==> src/rtl/muldiv_pkg.sv <==
// Shared types and constants for the iterative RV32M multiply/divide unit.
package muldiv_pkg;

   typedef enum logic [2:0] {
      OP_MUL    = 3'd0,
      OP_MULH   = 3'd1,
      OP_MULHSU = 3'd2,
      OP_MULHU  = 3'd3,
      OP_DIV    = 3'd4,
      OP_DIVU   = 3'd5,
      OP_REM    = 3'd6,
      OP_REMU   = 3'd7
   } muldiv_op_e;

   typedef enum logic [1:0] {
      IDLE = 2'd0,
      RUN  = 2'd1,
      FIX  = 2'd2,
      DONE = 2'd3
   } muldiv_state_e;

   localparam int unsigned MulDivIterations = 32;

   // funct3 bit 2 selects the divide family; bit 1 within it selects remainder
   function automatic logic op_is_div(input muldiv_op_e op);
      return op[2];
   endfunction

endpackage

==> src/rtl/muldiv_unit.sv <==
// Iterative RV32M multiply/divide unit: magnitude shift-add / restoring divide
// over 32 RUN cycles, sign fix-up in FIX, single register-file write in DONE.
module muldiv_unit
   import muldiv_pkg::*;
#(
   parameter int DataBitWidth    = 32,
   parameter int AddressBitWidth = 5
) (
   input  logic                       clk,
   input  logic                       rst,
   input  logic                       start,
   input  logic [2:0]                 funct3,
   input  logic [DataBitWidth-1:0]    rs1_data,
   input  logic [DataBitWidth-1:0]    rs2_data,
   input  logic [AddressBitWidth-1:0] rd_in,
   output logic                       busy,
   output logic                       done,
   output logic                       rd_write_enable,
   output logic [AddressBitWidth-1:0] rd,
   output logic [DataBitWidth-1:0]    rd_data
);

   localparam int W = DataBitWidth;

   muldiv_state_e              state_q, state_d;
   muldiv_op_e                 op_q, op_d;
   logic [AddressBitWidth-1:0] rd_q, rd_d;
   logic [W-1:0]               a_q, a_d;
   logic [W-1:0]               b_q, b_d;
   logic [2*W-1:0]             work_q, work_d;
   logic [5:0]                 cnt_q, cnt_d;
   logic                       neg_res_q, neg_res_d;
   logic                       neg_rem_q, neg_rem_d;
   logic [W-1:0]               result_q, result_d;

   muldiv_op_e     op_in_s;
   logic           s1_signed_s, s2_signed_s;
   logic           rs1_neg_s, rs2_neg_s;
   logic [W-1:0]   a_mag_s, b_mag_s;
   logic           div_zero_s, div_ovf_s;
   logic [W:0]     mul_sum_s, div_trial_s;
   logic [2*W-1:0] mul_step_s, div_step_s;
   logic [2*W-1:0] prod_fix_s;
   logic [W-1:0]   quot_fix_s, rem_fix_s;

   // Operand decode, magnitudes and one iteration of each datapath
   always_comb begin
      op_in_s     = muldiv_op_e'(funct3);
      s1_signed_s = (op_in_s == OP_MULH) || (op_in_s == OP_MULHSU) ||
                    (op_in_s == OP_DIV)  || (op_in_s == OP_REM);
      s2_signed_s = (op_in_s == OP_MULH) || (op_in_s == OP_DIV) || (op_in_s == OP_REM);
      rs1_neg_s   = s1_signed_s & rs1_data[W-1];
      rs2_neg_s   = s2_signed_s & rs2_data[W-1];
      a_mag_s     = rs1_neg_s ? -rs1_data : rs1_data;
      b_mag_s     = rs2_neg_s ? -rs2_data : rs2_data;
      div_zero_s  = op_is_div(op_in_s) && (rs2_data == '0);
      div_ovf_s   = ((op_in_s == OP_DIV) || (op_in_s == OP_REM)) &&
                    (rs1_data == {1'b1, {(W-1){1'b0}}}) && (rs2_data == '1);

      mul_sum_s   = {1'b0, work_q[2*W-1:W]} + {1'b0, a_q};
      if (work_q[0]) begin
         mul_step_s = {mul_sum_s, work_q[W-1:1]};
      end else begin
         mul_step_s = {1'b0, work_q[2*W-1:1]};
      end

      // 33-bit trial subtract: the shifted partial remainder can exceed W bits
      div_trial_s = {work_q[2*W-1:W], work_q[W-1]} - {1'b0, b_q};
      if (!div_trial_s[W]) begin
         div_step_s = {div_trial_s[W-1:0], work_q[W-2:0], 1'b1};
      end else begin
         div_step_s = {work_q[2*W-2:0], 1'b0};
      end

      prod_fix_s = neg_res_q ? -work_q : work_q;
      quot_fix_s = neg_res_q ? -work_q[W-1:0] : work_q[W-1:0];
      rem_fix_s  = neg_rem_q ? -work_q[2*W-1:W] : work_q[2*W-1:W];
   end

   // Next-state and datapath register updates
   always_comb begin
      state_d   = state_q;
      op_d      = op_q;
      rd_d      = rd_q;
      a_d       = a_q;
      b_d       = b_q;
      work_d    = work_q;
      cnt_d     = cnt_q;
      neg_res_d = neg_res_q;
      neg_rem_d = neg_rem_q;
      result_d  = result_q;
      case (state_q)
         IDLE: begin
            if (start) begin
               op_d      = op_in_s;
               rd_d      = rd_in;
               a_d       = a_mag_s;
               b_d       = b_mag_s;
               neg_res_d = rs1_neg_s ^ rs2_neg_s;
               neg_rem_d = rs1_neg_s;
               cnt_d     = 6'd0;
               if (div_zero_s) begin
                  result_d = op_in_s[1] ? rs1_data : '1;
                  state_d  = DONE;
               end else if (div_ovf_s) begin
                  result_d = op_in_s[1] ? '0 : {1'b1, {(W-1){1'b0}}};
                  state_d  = DONE;
               end else begin
                  work_d  = op_is_div(op_in_s) ? {{W{1'b0}}, a_mag_s} : {{W{1'b0}}, b_mag_s};
                  state_d = RUN;
               end
            end else begin
               state_d = IDLE;
            end
         end
         RUN: begin
            work_d = op_is_div(op_q) ? div_step_s : mul_step_s;
            cnt_d  = cnt_q + 6'd1;
            if (cnt_q == 6'(MulDivIterations - 1)) begin
               state_d = FIX;
            end else begin
               state_d = RUN;
            end
         end
         FIX: begin
            case (op_q)
               OP_MUL:                      result_d = prod_fix_s[W-1:0];
               OP_MULH, OP_MULHSU, OP_MULHU: result_d = prod_fix_s[2*W-1:W];
               OP_DIV, OP_DIVU:             result_d = quot_fix_s;
               OP_REM, OP_REMU:             result_d = rem_fix_s;
               default:                     result_d = '0;
            endcase
            state_d = DONE;
         end
         DONE: begin
            state_d = IDLE;
         end
         default: begin
            state_d = IDLE;
         end
      endcase
   end

   // State and datapath registers with synchronous reset
   always_ff @(posedge clk) begin
      if (rst) begin
         state_q   <= IDLE;
         op_q      <= OP_MUL;
         rd_q      <= '0;
         a_q       <= '0;
         b_q       <= '0;
         work_q    <= '0;
         cnt_q     <= 6'd0;
         neg_res_q <= 1'b0;
         neg_rem_q <= 1'b0;
         result_q  <= '0;
      end else begin
         state_q   <= state_d;
         op_q      <= op_d;
         rd_q      <= rd_d;
         a_q       <= a_d;
         b_q       <= b_d;
         work_q    <= work_d;
         cnt_q     <= cnt_d;
         neg_res_q <= neg_res_d;
         neg_rem_q <= neg_rem_d;
         result_q  <= result_d;
      end
   end

   assign busy            = (state_q != IDLE);
   assign done            = (state_q == DONE);
   assign rd_write_enable = done && (rd_q != '0);
   assign rd              = rd_q;
   assign rd_data         = result_q;

endmodule

==> config.mk <==
export PLATFORM = sky130hd
export DESIGN_NAME = muldiv_unit
export DESIGN_NICKNAME = d
export VERILOG_FILES = /design/src/rtl/muldiv_pkg.sv /design/src/rtl/muldiv_unit.sv
export SDC_FILE = /design/constraint.sdc
export NUM_CORES = 1
export LEC_CHECK = 0
export CAP_MARGIN = 0
export CORE_MARGIN = 2
export CORE_UTILIZATION = 29
export DETAILED_ROUTE_END_ITERATION = 16
export HOLD_SLACK_MARGIN = 0.1
export PLACE_DENSITY = 0.53
export SLEW_MARGIN = 20
export SYNTH_ARGS = -nofsm -noshare
export SYNTH_HDL_FRONTEND = slang
export SYNTH_SLANG_ARGS = --single-unit
==> constraint.sdc <==
create_clock -name clk -period 6.95 [get_ports clk]
set_clock_uncertainty 0.1 [all_clocks]
set_input_delay 1.39 -clock clk [delete_from_list [all_inputs] [get_ports clk]]
set_output_delay 1.39 -clock clk [all_outputs]
set_load 0.03 [all_outputs]
======== After elaboration in Yosys (flattened, before gate mapping) ========
Cells that the tools add are included.
word-level totals
  output and inout port bits .............. 40
  flip-flop bits (word level) ............. 178
  word-level logic and storage cells ...... 93
  bits of input ports ..................... 75
cells by class
  mux-type cells .......................... 27
  equal/unequal tests ..................... 21
  reductions and logical operators ........ 24
  add/sub/neg operators ................... 8
  bitwise operators ....................... 3
operators with widths
  cell                  number
  $mux 64               7
  $mux 32               10
  $neg 32->32           4
  $pmux 32 s4           1
  $pmux 64 s2           1
  $eq 32x32->1 const B  2
  $neg 64->64           1
  $pmux 32 s2           1
  $add 32x32->33        1
  $sub 33x32->33        1
  $logic_not 32->1      1
  $eq 3x3->1 const B    6
  $pmux 6 s2            1
  $eq 3x2->1 const B    3
  $mux 2                4
  $pmux 2 s4            1
  $add 6x1->6 const B   1
  $eq 3x1->1 const B    2
  $eq 6x5->1 const B    1
  $logic_or 1x1->1      6
  $mux 6                1
  $ne 2x2->1 const B    3
  $reduce_bool 2->1     3
  $reduce_bool 5->1     1
  other kinds (13)      20

======== Depth between registers and ports, before layout ========
  depth in word-level cells ............... 11
  gate-level depth with buffers ........... 15
  gate-level depth less buffers ........... 12

======== Worst setup path after synthesis ========
Ideal clock, no wire load.
  path kind ............................... input to register
  start point ............................. input rs1_data[0]
  end point ............................... register result_q[15] (netlist: rd_data[15])
  setup slack ............................. 3.027 ns
  stages .................................. 12
  arrival time ............................ 3.691 ns
  library setup time ...................... 0.132 ns
  required time ........................... 6.718 ns
  path through ............................ inv_1 > ha_1 > or4b_1 > nor4_2 > nand3_1 > o22ai_4 > nand2_2 > a21o_1 > buf_6 > buf_6 > a211oi_1 > nor3_1
on the way
  word-level cells in the longest chain between the ends .. 5
ends and longest elaborated chain
  item                               line                RTL
  from (decl)                        muldiv_unit.sv:13   input logic [DataBitWidth-1:0] rs1_data,
  $eq 32x32->1                       muldiv_unit.sv:58   (rs1_data == {1'b1, {(W-1){1'b0}}}) && (rs2_data == '1);
  $logic_and 1x1->1                  muldiv_unit.sv:57   div_ovf_s = ((op_in_s == OP_DIV) || (op_in_s == OP_REM)) &&
  $logic_and 1x1->1                  muldiv_unit.sv:58
  $ne 3x3->1 (no source line)        -
  $reduce_and 3->1 (no source line)  -
  to (signal assigned)               muldiv_unit.sv:167  result_q <= result_d;
  to (decl)                          muldiv_unit.sv:34   logic [W-1:0] result_q, result_d;
Every way passes these cells.
A chain may end at the register's enable or synchronous reset.

======== Worst setup path after layout ========
  start point ............................. input rs1_data[25]
  end point ............................... register result_q[17] (netlist: rd_data[17])
Same word-level chain as after synthesis.

==> results.sh <==
export IMPL_yosysMostFrequentCell="nor2_1"
export IMPL_nFillCells=5970
export IMPL_syn_inst=2238
export IMPL_p_per_area_nw_per_um2=188.7
export IMPL_clock_sinks=178
export IMPL_core_um2=55420
export IMPL_nNetsFinal=2372
export IMPL_syn_cell_area_um2=16330
export IMPL_first_iter_violations=1893
export IMPL_htree_levels=4
export IMPL_crit_path_top_delay_cell="nor4_1"
export IMPL_post_cts_buffers=0
export IMPL_syn2layout_area_growth_pct=13.29
export IMPL_initial_core_util_pct=29.47
export IMPL_tightest_slew_ns=1.167
export IMPL_outcome="completed"
export IMPL_finalCriticalPeriod_ns=5.172
export IMPL_cts_resized=0
export IMPL_clk_pin_slew_ns=0.07
export IMPL_yosys_most_used_dff="dfxtp_1"
export IMPL_max_cap_violations=0
export IMPL_portBuffers=114
export IMPL_clk_latency_ns=0.51
export IMPL_synth_warning_count=0
export IMPL_synth_seq_area_share_pct=21.82
export IMPL_rsz0062_at_grt="no"
export IMPL_max_stage_delay_ns=0.91
export IMPL_critPathTopFamily="simple AND/OR/NAND/NOR gates"
export IMPL_synth_distinct_cells=93
export IMPL_dp_hpwl_um=58980
export IMPL_synth_edf_count=0
export IMPL_max_clock_freq_mhz=193.3
export IMPL_antenna_found_initial=0
export IMPL_hold_class="reg -> reg"
export IMPL_die_x_um=241.3
export IMPL_cts_root_buffer="clkbuf_16"
export IMPL_numCtsBuffers=17
export IMPL_synthTopCellsByCount="236 x nor2_1, 209 x nand2_1, 180 x a21oi_1"
export IMPL_ioPinCount=115
export IMPL_routedWlPerCell_um=25.10
export IMPL_synth_async_sr_flop_share_pct=0
export IMPL_irDropWorstVdd_mv=0.1862
export IMPL_die_area_um2=58230
export IMPL_grt_pass1_wl_um=109900
export IMPL_cp_start_kind="primary input"
export IMPL_num_rows=86
export IMPL_drc=0
export IMPL_grt_usage_pct=25.60
export IMPL_routed_wl_um=74970
export IMPL_detail_route_antenna_nets=0
export IMPL_cp_end_kind="flop"
export IMPL_clockBufferDepth=2
export IMPL_grt_ovfl_total=0
export IMPL_path_buf_inv=1
export IMPL_worstPathMaxFanout=27
export IMPL_critPathKind="in -> reg"
export IMPL_cts_hold_fix_buffers=0
export IMPL_syn_num_nets=2385
export IMPL_required_ns=7.27
export IMPL_grt_pass1_vias=16250
export IMPL_post_route_period_util_pct=74.42
export IMPL_crit_chain="clkdlybuf4s50_1 > or4_1 > nor4_1 > nand4_1 > o22ai_4 > nand2_2 > a21o_1 > nor3_1 > a21oi_1 > o22ai_1"
export IMPL_fp_dieH_um=241.3
export IMPL_synth_top_area_share_pct=21.82
export IMPL_cellLeakagePower_uw=0.006691
export IMPL_slew_headroom_pct=21.48
export IMPL_synth_top_area_cell="dfxtp_1"
export IMPL_synth_area_per_cell_um2=7.297
export IMPL_grt_max_degree=73
export IMPL_place_congestion=0.9996
export IMPL_via_per_inst=5.829
export IMPL_final_layout_size_suffix_gt1_share_pct=5.853
export IMPL_ys_seq_elements=178
export IMPL_dr_pass1_iters=5
export IMPL_cts_tree="done"
export IMPL_cp_arrival_ns=5.49
export IMPL_final_setup_tns_ns=0
export IMPL_setup_viol=0
export IMPL_vias=17410
export IMPL_synthTopCellsByArea="dfxtp_1 22%, xnor2_1 5.6%, a21oi_1 5.5%"
export IMPL_whs_ns=0.3591
export IMPL_maxSlewViolCount=0
export IMPL_hold_violations=0
[sequential cells by signal (all words and copies together), names as in the netlist]
register   flops
neg_rem_q      1
b_q           32
cnt_q          6
rd_data       32
op_q           3
a_q           32
neg_res_q      1
rd             5
work_q        64
state_q        2
[worst register-to-register path, delay by kind of cell, from the launching register on]
| family | cells | cell delay (ns) |
|---|---|---|
| AND/OR/NAND/NOR | 5 | 2.53 |
| AO/OA/AOI/OAI | 3 | 0.55 |
| flip-flops | 1 | 0.42 |
| buffers and inverters | 1 | 0.36 |
| adder cells (fa/ha/maj) | 1 | 0.34 |
| XOR/XNOR | 1 | 0.26 |
[path summary, 6_finish.rpt]
path / slack, ns / to / cells after the start / from
setup / recovery: 1.78 / rd_data[17] / 10 / rs1_data[25]
setup reg to reg: 2.24 / rd_data[30] / 11 / work_q[32]
hold reg to reg: 0.36 / rd_data[20] / 2 / rd_data[20]
hold / removal: 0.36 / rd_data[20] / 2 / rd_data[20]
[cell families after synthesis]
logic type,Yosys count,share of synthesized area [%]
AOI/OAI and AO/OA,733,29.65
and+or+nand+nor,733,21.60
buffers and inverters,262,6.650
xor gates and xnor gates,180,9.700
DFF,178,21.82
muxes,80,4.972
adders and majority gates,72,5.608
[through the flow]
step	setup WS, ns	util (%)	area [um^2]	std cells	total power (uW)
floorplan	3.027	-	16330	2238	2036
global placement	1.621	32.31	17910	2954	2478
detailed placement	1.436	32.32	17910	2954	2475
CTS	1.963	33.36	18490	2986	3475
global route	1.528	33.38	18500	2986	3644
finish	1.778	33.39	18500	2987	3492
[layout make-up]
| cell class | instances | area (um^2) | share of cell area [%] |
|---|---|---|---|
| tap | 748 | 935.9 | 5.058 |
| clock inverter | 13 | 132.6 | 0.7168 |
| sequential | 178 | 3570 | 19.29 |
| multi-input combinational | 1798 | 11710 | 63.31 |
| inverter | 81 | 304.0 | 1.643 |
| clock buffer | 19 | 442.9 | 2.394 |
| antenna | 1 | 2.502 | 0.01353 |
| timing repair buffer | 149 | 1401 | 7.574 |
[placed cells by master (no fill, tap or decap), drive strengths merged, types with 13 or more instances in the layout]
cell / count
nor2: 238
nand2: 210
a21oi: 181
dfxtp: 178
o21ai: 144
clkdlybuf4s50: 113
xnor2: 105
a211oi: 100
inv: 88
xor2: 75
mux2i: 71
ha: 70
nor3: 51
nand3: 45
a21o: 39
a31oi: 38
buf: 36
o211ai: 33
o22ai: 31
or3: 26
nand4: 26
nor4: 24
o31ai: 23
or4: 22
nand2b: 21
o221ai: 19
clkbuf: 19
o21a: 15
and3: 14
nor2b: 14
a311oi: 13
o41ai: 13
[per-layer routing]
layer	vias up	wire length (um)	GRT usage, %
met4	0	2188	8.399
met3	103	5573	4.159
li1	8156	-	-
met2	720	32650	38.88
met1	8432	34560	36.61
met5	-	0	0
[power by group]
part / switching, uW / internal, uW
Sequential: 118 / 1090
Combinational: 827 / 455
Clock: 518 / 485
Note: power is estimated with default switching activity, not from simulation.
